**config.mk**
```make
export PLATFORM = sky130hd
export DESIGN_NAME = ball_physics_engine
export DESIGN_NICKNAME = d
export VERILOG_FILES = /design/src/rtl/ball_physics_engine.sv
export SDC_FILE = /design/constraint.sdc
export NUM_CORES = 1
export LEC_CHECK = 0
export CAP_MARGIN = 0
export CORE_MARGIN = 4
export CORE_UTILIZATION = 30
export DETAILED_ROUTE_END_ITERATION = 8
export HOLD_SLACK_MARGIN = 0.05
export RECOVER_POWER = 25
export SLEW_MARGIN = 5
export SYNTH_ARGS = -nofsm -noshare
export SYNTH_HDL_FRONTEND = slang
export SYNTH_SLANG_ARGS = --single-unit
export TNS_END_PERCENT = 100
```
**constraint.sdc**
```tcl
create_clock -name clk -period 5.7 [get_ports clk]
set_input_delay 0.855 -clock clk [delete_from_list [all_inputs] [get_ports clk]]
set_output_delay 0.855 -clock clk [all_outputs]
set_load 0.01 [all_outputs]
```
**src/rtl/ball_physics_engine.sv**
```systemverilog
// Ball physics engine for Pong: frame-tick generation, wall and racket
// bounces, miss detection and the serve / move / scored state machine.
// All ball outputs come straight from registers.
module ball_physics_engine #(
    parameter int DISPLAY_W      = 639,
    parameter int DISPLAY_H      = 479,
    parameter int BALL_SIZE      = 15,
    parameter int RACKET_LEFT_X  = 40,
    parameter int RACKET_RIGHT_X = 599,
    parameter int RACKET_W       = 10,
    parameter int RACKET_H       = 70,
    parameter int STEP           = 4,
    parameter int TICK_DIV       = 416667,
    parameter int SERVE_TICKS    = 60
) (
    input  logic       clk,
    input  logic       reset,
    input  logic       pause,
    input  logic [9:0] left_racket_y,
    input  logic [9:0] right_racket_y,
    output logic [9:0] ball_x,
    output logic [9:0] ball_y,
    output logic       ball_dir_x,
    output logic       ball_dir_y,
    output logic       point_left,
    output logic       point_right,
    output logic       game_reset,
    output logic       serving
);

    // Geometry constants, all carried at 11 bits so sums never wrap.
    localparam logic [10:0] CX     = 11'((DISPLAY_W - BALL_SIZE) / 2);
    localparam logic [10:0] CY     = 11'((DISPLAY_H - BALL_SIZE) / 2);
    localparam logic [10:0] X_MAX  = 11'(DISPLAY_W - BALL_SIZE);
    localparam logic [10:0] Y_MAX  = 11'(DISPLAY_H - BALL_SIZE);
    localparam logic [10:0] FL     = 11'(RACKET_LEFT_X + RACKET_W);
    localparam logic [10:0] FR     = 11'(RACKET_RIGHT_X - BALL_SIZE);
    localparam logic [10:0] STEP_V = 11'(STEP);
    localparam logic [10:0] BS_V   = 11'(BALL_SIZE);
    localparam logic [10:0] RH_V   = 11'(RACKET_H);

    localparam int TW = (TICK_DIV > 1) ? $clog2(TICK_DIV) : 1;
    localparam int SW = (SERVE_TICKS > 1) ? $clog2(SERVE_TICKS) : 1;
    localparam logic [TW-1:0] TICK_MAX  = TW'(TICK_DIV - 1);
    localparam logic [SW-1:0] SERVE_MAX = SW'(SERVE_TICKS - 1);

    typedef enum logic [1:0] {
        ST_SERVE  = 2'd0,
        ST_MOVE   = 2'd1,
        ST_SCORED = 2'd2
    } state_t;

    state_t        r_state;
    logic [TW-1:0] r_tick_cnt;
    logic [SW-1:0] r_serve_cnt;
    logic [9:0]    r_ball_x;
    logic [9:0]    r_ball_y;
    logic          r_dir_x;
    logic          r_dir_y;
    logic          r_point_left;
    logic          r_point_right;
    logic          r_game_reset;
    logic          r_serving;

    logic          w_tick;
    logic [10:0]   w_x;
    logic [10:0]   w_y;
    logic [10:0]   w_ly;
    logic [10:0]   w_ry;
    logic          w_left_ovl;
    logic          w_right_ovl;
    logic [9:0]    w_nx;
    logic [9:0]    w_ny;
    logic          w_ndx;
    logic          w_ndy;
    logic          w_exit_left;
    logic          w_exit_right;

    assign w_tick      = (r_tick_cnt == TICK_MAX) && !pause;
    assign w_x         = {1'b0, r_ball_x};
    assign w_y         = {1'b0, r_ball_y};
    assign w_ly        = {1'b0, left_racket_y};
    assign w_ry        = {1'b0, right_racket_y};
    // Overlap uses the ball row before this tick's vertical update.
    assign w_left_ovl  = ((w_y + BS_V) > w_ly) && (w_y < (w_ly + RH_V));
    assign w_right_ovl = ((w_y + BS_V) > w_ry) && (w_y < (w_ry + RH_V));

    // Vertical step with clamping bounce at the top and bottom walls.
    always_comb begin
        w_ny  = r_ball_y;
        w_ndy = r_dir_y;
        if (r_dir_y) begin
            if (w_y < STEP_V) begin
                w_ny  = 10'd0;
                w_ndy = 1'b0;
            end else begin
                w_ny  = 10'(w_y - STEP_V);
            end
        end else begin
            if ((w_y + STEP_V) >= Y_MAX) begin
                w_ny  = 10'(Y_MAX);
                w_ndy = 1'b1;
            end else begin
                w_ny  = 10'(w_y + STEP_V);
            end
        end
    end

    // Horizontal step: racket face snap-and-bounce, edge exit, or plain move.
    always_comb begin
        w_nx         = r_ball_x;
        w_ndx        = r_dir_x;
        w_exit_left  = 1'b0;
        w_exit_right = 1'b0;
        if (!r_dir_x) begin
            if ((w_x >= FL) && ((w_x - STEP_V) < FL) && w_left_ovl) begin
                w_nx  = 10'(FL);
                w_ndx = 1'b1;
            end else if (w_x < STEP_V) begin
                w_exit_left = 1'b1;
            end else begin
                w_nx = 10'(w_x - STEP_V);
            end
        end else begin
            if ((w_x <= FR) && ((w_x + STEP_V) > FR) && w_right_ovl) begin
                w_nx  = 10'(FR);
                w_ndx = 1'b0;
            end else if ((w_x + STEP_V) > X_MAX) begin
                w_exit_right = 1'b1;
            end else begin
                w_nx = 10'(w_x + STEP_V);
            end
        end
    end

    // Tick divider plus serve/move/scored state machine with registered outputs.
    always_ff @(posedge clk or posedge reset) begin
        if (reset) begin
            r_state       <= ST_SERVE;
            r_tick_cnt    <= '0;
            r_serve_cnt   <= '0;
            r_ball_x      <= 10'(CX);
            r_ball_y      <= 10'(CY);
            r_dir_x       <= 1'b1;
            r_dir_y       <= 1'b0;
            r_point_left  <= 1'b0;
            r_point_right <= 1'b0;
            r_game_reset  <= 1'b0;
            r_serving     <= 1'b1;
        end else begin
            r_point_left  <= 1'b0;
            r_point_right <= 1'b0;
            r_game_reset  <= 1'b0;
            if (!pause) begin
                r_tick_cnt <= (r_tick_cnt == TICK_MAX) ? '0 : r_tick_cnt + TW'(1);
            end
            case (r_state)
                ST_SERVE: begin
                    r_ball_x <= 10'(CX);
                    r_ball_y <= 10'(CY);
                    if (w_tick) begin
                        if (r_serve_cnt == SERVE_MAX) begin
                            r_serve_cnt <= '0;
                            r_state     <= ST_MOVE;
                            r_serving   <= 1'b0;
                        end else begin
                            r_serve_cnt <= r_serve_cnt + SW'(1);
                        end
                    end
                end
                ST_MOVE: begin
                    if (w_tick) begin
                        r_ball_y <= w_ny;
                        r_dir_y  <= w_ndy;
                        if (w_exit_left) begin
                            r_point_right <= 1'b1;
                            r_state       <= ST_SCORED;
                        end else if (w_exit_right) begin
                            r_point_left <= 1'b1;
                            r_state      <= ST_SCORED;
                        end else begin
                            r_ball_x <= w_nx;
                            r_dir_x  <= w_ndx;
                        end
                    end
                end
                ST_SCORED: begin
                    // Direction already points at the conceding player, so it is kept.
                    r_game_reset <= 1'b1;
                    r_ball_x     <= 10'(CX);
                    r_ball_y     <= 10'(CY);
                    r_serving    <= 1'b1;
                    r_state      <= ST_SERVE;
                end
                default: begin
                    r_state   <= ST_SERVE;
                    r_serving <= 1'b1;
                end
            endcase
        end
    end

    assign ball_x      = r_ball_x;
    assign ball_y      = r_ball_y;
    assign ball_dir_x  = r_dir_x;
    assign ball_dir_y  = r_dir_y;
    assign point_left  = r_point_left;
    assign point_right = r_point_right;
    assign game_reset  = r_game_reset;
    assign serving     = r_serving;

endmodule
```
# Word level (Yosys, flattened, before mapping)
# Index checks and enable logic that the tools add are counted.
# W data, S select, Z words.
# word_totals
out_inout_bits,26
mem_count,0
mem_bits_ro,0
input_bits,23
register_bits,53
word_cells,110
latchBits,0
ramBits,0
# classes
div_mod_pow,0
n_shift,0
order_cmp,12
addsub,9
n_eq_ne,12
muxes,45
n_reduce_logical,18
n_bitwise,3
mul,0
# ops
operator,n
$mux W10,12
$pmux W10 S2,2
$add A10 B3 Y11 const B,2
$add A10 B7 Y11 const B,2
$gt A11 B10 Y1,2
$gt A11 B10 Y1 const B,2
$lt A10 B11 Y1,2
$mux W1,22
$lt A10 B3 Y1 const B,2
$add A19 B1 Y19 const B,1
$eq A19 B19 Y1 const B,1
$mux W19,1
$add A10 B4 Y11 const B,1
$ge A11 B9 Y1 const B,1
$lt A11 B6 Y1 const B,1
$sub A10 B3 Y11 const B,1
$ge A10 B6 Y1 const B,1
$le A10 B10 Y1 const B,1
$mux W2,5
$ne A2 B2 Y1 const B,5
$sub A10 B3 Y10 const B,1
$ne A4 B4 Y1 const B,2
$reduce_and A4 Y1,2
$logic_and A1 B1 Y1,7
16 further kinds,20

# Longest topological paths before layout
# Gate-level depths: netlist of run 1.
# logic_depth
ltp_word,10
depth_mapped,14
ltp_nobuf,13

# Least setup slack after synthesis of run 1
# OpenSTA, ideal clock, no wires.
# synth_timing
path_type,reg2reg
startpoint,reg r_ball_y[2] (netlist: ball_y[2])
endpoint,reg r_ball_x[9] (netlist: ball_x[9])
path_stages_with_launch,15
required_time_ps,5637
path_buffers,1
setup_slack_ps,2112
setup_time_ps,63
synth_period_minus_slack_ps,3588
t_arrival_ps,3525
cell_sequence,dfrtp_1 inv_1 ha_1 clkbuf_1 nor2_1 xor2_1 ha_1 nand2_1 or3_2 or4_1 o21ai_2 o41ai_4 o211ai_4 o21ai_0 o21ba_2
# synth_via
elab_chain_len,10
elab_cells_between_ends,25
classes_between,add/sub: 1; order compare: 4; eq/ne: 4; mux: 11; reduce/logical: 5
# synth_lines
item,line,source
start: declaration,57,logic [9:0] r_ball_y;
start signal: assignment,143,r_ball_y <= 10'(CY);
start signal: assignment,160,r_ball_y <= 10'(CY);
start signal: assignment,173,r_ball_y <= w_ny;
$add A10 B4 Y11,"85, 86",
"$gt A11 B10 Y1, on equally long branches","85, 86",
"$logic_and A1 B1 Y1, on equally long branches","85, 86",
"$logic_and A1 B1 Y1, on equally long branches","116, 125",
"$mux W10, on equally long branches","116, 125",
$mux W10,115,if (!r_dir_x) begin
$mux W10,178,end else if (w_exit_right) begin
$mux W10,175,if (w_exit_left) begin
$mux W10,172,if (w_tick) begin
$pmux W10 S2,157,case (r_state)
end signal: assignment,159,r_ball_x <= 10'(CX);
end signal: assignment,182,r_ball_x <= w_nx;
end signal: assignment,190,r_ball_x <= 10'(CX);
end: declaration,56,logic [9:0] r_ball_x;
# Several ways; a longest one is shown, not always the timed one. The select of a mux whose other input is x is not followed.
# A chain may end at the register's enable or synchronous reset.

# Worst setup path in the final report of run 1
# layout_timing
startpoint,in right_racket_y[1]
endpoint,reg r_ball_x[2] (netlist: ball_x[2])
# layout_via
elab_chain_len,10
elab_cells_between_ends,16
classes_between,add/sub: 1; order compare: 2; eq/ne: 2; mux: 8; reduce/logical: 3
# layout_lines
item,line,source
start: declaration,20,"input logic [9:0] right_racket_y,"
$add A10 B7 Y11,86,assign w_right_ovl = ((w_y + BS_V) > w_ry) && (w_y < (w_ry + RH_V));
$lt A10 B11 Y1,86,
$logic_and A1 B1 Y1 *,86,
$logic_and A1 B1 Y1 *,125,if ((w_x <= FR) && ((w_x + STEP_V) > FR) && w_right_ovl) begin
$mux W10,125,
$mux W10,115,
$mux W10,178,
$mux W10,175,
$mux W10,172,
$pmux W10 S2,157,
# Mark *: on every way between the ends. The rest lies on a longest branch, timed or not. The select of a mux whose other input is x is not followed.

==> impl_metrics.env, run 1 <==
export IMPL_tightest_slew_ns=1.89
export IMPL_gp_congestion=0.925
export IMPL_cts_num_sinks=50
export IMPL_cpPeakStageDelay_ns=0.77
export IMPL_postCtsSetupRepairBufs=0
export IMPL_synthDistinctLibCells=83
export IMPL_maxCapViolations=1
export IMPL_antenna_found_initial=0
export IMPL_period_minus_slack_ns=4.31
export IMPL_ctsHoldBuffers=0
export IMPL_io_pins=49
export IMPL_p_int_mw=0.664
export IMPL_fin_crit_sh=0.756
export IMPL_hold_path_class="register to register"
export IMPL_synthAdderAreaFrac=0.124
export IMPL_final_hold_viol_count=0
export IMPL_synth_compound_area_share=0.231
export IMPL_failed_checks="capacitance limit, slew limit"
export IMPL_synth_xor_area_frac=0.0755
export IMPL_post_drt_via_cell_ratio=5.39
export IMPL_ant_nets=0
export IMPL_clkTransAtPathRegs_ns=0.07
export IMPL_status="complete, but fails checks"
export IMPL_critPathCaptureType="register"
export IMPL_cp_common_cell="ha_1"
export IMPL_initial_core_util=0.309
export IMPL_die_w_um=134
export IMPL_routedWlPerCell_um=15.7
export IMPL_grt_pass1_vias=4330
export IMPL_die_area_mm2=0.0179
export IMPL_clkLatencyLatePin_ns=0.29
export IMPL_cts_resized=0
export IMPL_post_place_cells=802
export IMPL_grt_usage=0.143
export IMPL_yosys_warnings=0
export IMPL_syn_to_final_growth_pct=15.8
export IMPL_path_max_fanout=10
export IMPL_ys_flop_type="dfrtp_1"
export IMPL_fmaxAchievable_mhz=232
export IMPL_ir_worst_vdd_mv=0.136
export IMPL_fin_worst_skew_ns=0.0109
export IMPL_power_share_switching=0.264
export IMPL_synth_top_family_by_area="simple AND/OR/NAND/NOR gates"
export IMPL_yosysSeqAreaShare=0.266
export IMPL_num_fill_cells=1577
export IMPL_synthArstFlopShare=1.00
export IMPL_placed_area_mm2=0.00533
export IMPL_drive_gt1_frac=0.0868
export IMPL_crit_slowest_cell="o41ai_4"
export IMPL_drtPass1Iterations=4
export IMPL_cts_buffers=5
export IMPL_routed_wl_mm=12.8
export IMPL_cp_data_arrival_time_ns=4.52
export IMPL_power_density_mw_per_mm2=164
export IMPL_yosys_area_share_simple=0.241
export IMPL_fp_row_count=45
export IMPL_seq_power_share=0.450
export IMPL_grt_pass1_wl_mm=21.6
export IMPL_fp_dieH_um=134
export IMPL_grt_ovfl_total=0
export IMPL_synth_edf_count=0
export IMPL_synth_area_mm2=0.00476
export IMPL_num_antenna_cells=0
export IMPL_setup_tns_ns=0
export IMPL_synthMuxAreaShare=0.00210
export IMPL_numPortBuffers=45
export IMPL_cp_required_ns=5.92
export IMPL_comb_power_share=0.156
export IMPL_cts_tree="built"
export IMPL_final_setup_viol_count=0
export IMPL_synth_seq_cells=50
export IMPL_p_total_mw=0.902
export IMPL_hold_ws_ns=0.498
export IMPL_fin_area_mm2=0.00551
export IMPL_num_vias=4365
export IMPL_core_mm2=0.0154
export IMPL_switchingPower_mw=0.238
export IMPL_synth_avg_cell_area_um2=8.33
export IMPL_post_dp_hpwl_mm=9.70
export IMPL_crit_path_start_kind="input port"
export IMPL_grt_max_degree=51
export IMPL_slew_violations=51
export IMPL_cts_max_path_buffers=2
export IMPL_rsz0062_at_grt="no"
export IMPL_htreeDepth=2
export IMPL_slew_headroom=-0.260
export IMPL_clock_power_share=0.394
export IMPL_synth_cells=571
export IMPL_cts_root_buf="clkbuf_16"
export IMPL_instances_no_fill=810
export IMPL_crit_chain="clkdlybuf4s50_1 -> inv_1 -> ha_1 -> nor3_1 -> a21oi_1 -> xnor2_1 -> ha_1 -> and4_1 -> o21ai_0 -> a31oi_1 -> o41ai_4 -> o211ai_4 -> a211o_1 -> a21boi_1"
export IMPL_worstSetupPathType="input port to register"
export IMPL_drc=0
export IMPL_leakage_nw=2.24
export IMPL_fin_nets=667
export IMPL_drt_initial_drc_count=261
cells by family after synthesis:
| logic type | after synthesis |
|---|---|
| compound gates | 151 |
| xor+xnor | 41 |
| fa+ha+maj | 46 |
| buf+inv | 63 |
| flops | 50 |
| mux | 1 |
| other cells | 1 |
| simple gates | 218 |
through the flow:
step,utilization,setup WS [ns]
after global routing,0.358,1.11
after global placement,0.347,1.29
final,0.358,1.39
after detailed placement,0.347,1.16
after CTS,0.358,1.45
after floorplan,-,2.11
routing by layer:
layer | up-vias | GRT usage | wire length (um) | part of all wire
met5 | - | 0 | 0 | 0
met4 | 0 | 0.0331 | 208 | 0.016
met3 | 21 | 0.0244 | 696 | 0.055
met2 | 142 | 0.234 | 5910 | 0.46
met1 | 2063 | 0.197 | 5940 | 0.47
li1 | 2139 | - | - | -
cell usage in the layout, fill, tap and decap left out, types with 5 or more instances in the layout:
| master | Yosys | layout |
|---|---|---|
| nor2_1 | 52 | 52 |
| nand2_1 | 44 | 44 |
| ha_1 | 44 | 44 |
| clkdlybuf4s50_1 | 0 | 43 |
| o21ai_0 | 40 | 40 |
| dfrtp_1 | 40 | 40 |
| inv_1 | 35 | 35 |
| nand3_1 | 26 | 26 |
| a21oi_1 | 23 | 23 |
| xnor2_1 | 23 | 23 |
| nor3_1 | 18 | 18 |
| xor2_1 | 18 | 18 |
| nand4_1 | 13 | 13 |
| dfstp_2 | 10 | 10 |
| and3_1 | 8 | 8 |
| a31oi_1 | 8 | 8 |
| a21boi_0 | 7 | 7 |
| nor4_1 | 6 | 6 |
| a21o_1 | 6 | 6 |
| a211oi_1 | 6 | 6 |
| nor2b_1 | 5 | 5 |
| o2111ai_1 | 5 | 5 |
| or4_1 | 5 | 5 |
| clkbuf_16 | 0 | 5 |
Yosys cell counts (4+ instances only):
cell type | number | share of area
o31ai_1 | 4 | 0.0063
nand2_1 | 44 | 0.035
nor2b_1 | 5 | 0.0066
a21boi_0 | 7 | 0.011
nand3_1 | 26 | 0.027
or2_2 | 4 | 0.0053
or3_1 | 4 | 0.0053
xnor2_1 | 23 | 0.042
a211oi_1 | 6 | 0.0095
and3_1 | 8 | 0.011
or4_1 | 5 | 0.0079
o211ai_1 | 4 | 0.0063
nand4b_1 | 4 | 0.0074
nor2_1 | 52 | 0.041
a31oi_1 | 8 | 0.011
dfrtp_1 | 40 | 0.21
o2111ai_1 | 5 | 0.0092
clkbuf_1 | 16 | 0.013
buf_4 | 4 | 0.0063
and2_1 | 4 | 0.0053
o22ai_1 | 4 | 0.0053
dfstp_2 | 10 | 0.055
nand4_1 | 13 | 0.017
xor2_1 | 18 | 0.033
o21ai_0 | 40 | 0.042
ha_1 | 44 | 0.12
buf_2 | 4 | 0.0042
nor3_1 | 18 | 0.019
nor4_1 | 6 | 0.0079
inv_1 | 35 | 0.028
a21oi_1 | 23 | 0.024
a21o_1 | 6 | 0.0095
power groups by stage:
stage                     combinational [mW]  clock, mW  sequential, mW
after floorplan                       0.0990          0           0.405
after global placement                 0.137          0           0.411
after detailed placement               0.142          0           0.412
after CTS                              0.144      0.359           0.406
after global routing                   0.165      0.373           0.412
final                                  0.141      0.355           0.406
final timing paths:
check	from	to	slack [ns]	cells past startpoint
setup / recovery	right_racket_y[1]	ball_x[2]$_DFFE_PP0P_	1.39	14
hold / removal	r_serve_cnt[1]$_DFFE_PP0P_	r_serve_cnt[1]$_DFFE_PP0P_	0.50	2
setup reg to reg	ball_y[2]$_DFFE_PP0P_	ball_x[9]$_DFFE_PP0P_	1.66	14
hold reg to reg	r_serve_cnt[1]$_DFFE_PP0P_	r_serve_cnt[1]$_DFFE_PP0P_	0.50	2
max in group asynchronous	reset	r_state[0]$_DFFE_PP0P_	2.99	2
min in group asynchronous	reset	r_tick_cnt[17]$_DFFE_PP0N_	1.62	2
registers in the layout (all words and copies together) (netlist names):
signal and flops:
point_right 1, r_serve_cnt 6, ball_y 8, r_state 2, r_tick_cnt 19, ball_dir_y 1
ball_dir_x 1, serving 1, ball_x 9, game_reset 1, point_left 1
worst max-delay path, delay by kind of cell:
family | cells | cell delay [ns]
compound gates | 7 | 1.84
xor+xnor | 1 | 0.15
fa+ha+maj | 2 | 0.52
buf+inv | 2 | 0.69
simple gates | 2 | 0.46
area by class of cell:
type	count	area, um2	share of cell area
multi-input combinational	460	3210	0.583
sequential	50	1260	0.229
timing repair buffer	46	458	0.0831
tap	211	264	0.0479
clock buffer	6	139	0.0252
inverter	35	131	0.0238
clock inverter	2	38.8	0.00704
(Power assumes the default switching activity.)
==> run 2, diff against run 1 <==
- clock period: 5.7 -> 3.4 ns (I/O delays scaled with it)
==> run 2 against run 1 <==
The flow now finishes without violations. Combinational power is 100% higher. Sequential power grew 68%. Wire length is 9.6% higher. Clock power rose by 50%. Core utilization increased by 5.3 points. Global-route usage up 0.88 points. First-iteration DRC count up 20%. Register-to-register slack got worse by 1.6 ns. Non-clock buffer count up 66. Sequential cell count unchanged. Critical path depth did not move. Critical endpoint is now ball_x[6]$_DFFE_PP0P_. Largest power group unchanged.
==> impl_metrics.env, run 2 (same netlist as run 1, synthesis figures left out) <==
export IMPL_status="completed"
export IMPL_maxCapViolations=0
export IMPL_fin_nets=733
export IMPL_final_hold_viol_count=0
export IMPL_p_int_mw=1.07
export IMPL_placed_area_mm2=0.00575
export IMPL_post_drt_via_cell_ratio=5.32
export IMPL_core_mm2=0.0154
export IMPL_fp_row_count=45
export IMPL_multi_input_area_mm2=0.00352
export IMPL_fp_dieH_um=134
export IMPL_use_met2=0.251
export IMPL_ir_worst_vdd_mv=0.248
export IMPL_rsz0062_at_grt="yes"
export IMPL_fin_area_mm2=0.00632
export IMPL_clkLatencyLatePin_ns=0.30
export IMPL_drive_gt1_frac=0.244
export IMPL_grt_max_degree=32
export IMPL_cts_max_path_buffers=2
export IMPL_seq_area_mm2=0.00126
export IMPL_cts_buffers=5
export IMPL_leakage_nw=2.63
export IMPL_slew_violations=0
export IMPL_gr_usage_met1=0.208
export IMPL_max_flop_register="r_tick_cnt"
export IMPL_cts_num_sinks=50
export IMPL_layout_commonest_cell="buf_4"
export IMPL_largest_reg_flops=19
export IMPL_routed_wl_mm=14.0
export IMPL_critical_path_startpoint="ball_y[3]$_DFFE_PP1P_"
export IMPL_cp_required_ns=3.61
export IMPL_initial_core_util=0.309
export IMPL_gp_congestion=0.848
export IMPL_final_setup_viol_count=0
export IMPL_tightest_slew_ns=0.855
export IMPL_holdCritStartpoint="r_tick_cnt[6]$_DFFE_PP0N_"
export IMPL_comb_power_share=0.189
export IMPL_ant_nets=0
export IMPL_drtPass1Iterations=5
export IMPL_rrSetupSlack_ns=0.06
export IMPL_path_max_fanout=6
export IMPL_io_pins=49
export IMPL_cts_tree="built"
export IMPL_routedWlPerCell_um=16.0
export IMPL_die_area_mm2=0.0179
export IMPL_syn_to_final_growth_pct=33.0
export IMPL_clock_power_share=0.355
export IMPL_mostFrequentLayoutCells="buf_4 (60), nor2_1 (47), nand2_1 (39), dfrtp_1 (39), clkdlybuf4s50_1 (39)"
export IMPL_period_minus_slack_ns=3.34
export IMPL_cp_data_arrival_time_ns=3.55
export IMPL_worstSetupPathType="register to register"
export IMPL_die_w_um=134
export IMPL_grt_ovfl_total=0
export IMPL_numPortBuffers=45
export IMPL_grt_pass1_vias=4666
export IMPL_clkTransAtPathRegs_ns=0.07
export IMPL_power_density_mw_per_mm2=236
export IMPL_slew_headroom=0.429
export IMPL_seq_power_share=0.456
export IMPL_drt_initial_drc_count=314
export IMPL_hold_ws_ns=0.498
export IMPL_top_usage_layer="met2"
export IMPL_power_share_switching=0.287
export IMPL_post_dp_hpwl_mm=10.3
export IMPL_switchingPower_mw=0.429
export IMPL_grt_usage=0.152
export IMPL_num_fill_cells=1514
export IMPL_fin_worst_skew_ns=0.00911
export IMPL_p_total_mw=1.49
export IMPL_r2r_start="ball_y[3]$_DFFE_PP1P_"
export IMPL_drc=0
export IMPL_antenna_found_initial=0
export IMPL_critPathCaptureType="register"
export IMPL_setup_tns_ns=0
export IMPL_cts_root_buf="clkbuf_16"
export IMPL_grtUsageMet3=0.0199
export IMPL_fmaxAchievable_mhz=299
export IMPL_num_antenna_cells=0
export IMPL_hold_path_class="register to register"
export IMPL_num_vias=4657
export IMPL_crit_path_start_kind="register"
export IMPL_grt_pass1_wl_mm=23.0
export IMPL_fin_crit_sh=0.982
export IMPL_htreeDepth=2
==> run 2: power by group through the flow <==
stage	registers, mW	clock network, mW	logic, mW
2_1_floorplan	0.679	0	0.166
3_3_place_gp	0.688	0	0.250
3_5_place_dp	0.692	0	0.261
4_1_cts	0.682	0.539	0.269
5_1_grt	0.689	0.561	0.318
6_report	0.681	0.531	0.282
==> run 2: worst paths after layout <==
path                       depth (start not counted)                         to
max                                               14      ball_x[6]$_DFFE_PP0P_
min                                                1  r_tick_cnt[6]$_DFFE_PP0N_
max reg2reg                                       14      ball_x[6]$_DFFE_PP0P_
min reg2reg                                        1  r_tick_cnt[6]$_DFFE_PP0N_
max in group asynchronous                          3  r_tick_cnt[7]$_DFFE_PP0N_
min in group asynchronous                          2       point_left$_DFF_PP0_
==> run 2: layout make-up <==
class | count | share of cell area
inverters | 35 | 0.0212
flip-flops and latches | 50 | 0.200
multi-input cells | 460 | 0.557
clock inverters | 2 | 0.00257
well taps | 211 | 0.0417
clock buffers | 6 | 0.0220
repair buffers | 112 | 0.156
==> run 2: worst max-delay path: stages, from the launching register on <==
cell and delay [ns]:
dfstp_2 0.54, inv_2 0.05, buf_6 0.12, ha_4 0.27, inv_4 0.05, ha_4 0.26, nand2_4 0.04, buf_6 0.11
a2111oi_4 0.26, o31a_2 0.21, o21ai_4 0.08, or4_4 0.57, o311ai_4 0.43, o21ai_2 0.10, a22oi_2 0.15
==> run 2: metrics by stage <==
stage,setup WS (ns),utilization,std cells
after CTS,0.00469,0.392,867
after detailed placement,-0.470,0.374,857
final,0.0598,0.411,876
after global placement,-0.380,0.374,857
after global routing,-0.0707,0.411,876
after floorplan,0.00454,-,573
==> run 2: metal layers <==
layer  share of wire  wire [um]
met1            0.45       6320
met2            0.49       6790
met3           0.047        661
met4           0.015        208
met5               0          0
==> run 2: repair_timing <==
item / CTS / global route
endpoints found under the hold margin: 0 / 0
buffers inserted: 2 / 9
pin swaps: 13 / 36
hold buffers: 0 / 0
gates resized for setup: 25 / 45
endpoints found under the setup margin: 10 / 10
gates cloned: 0 / 0
==> run 3, diff against run 2 <==
- GPL_ROUTABILITY_DRIVEN: default -> 1
==> results of run 3 <==
No change in the layout: final DEF, timing and power equal those of run 2.
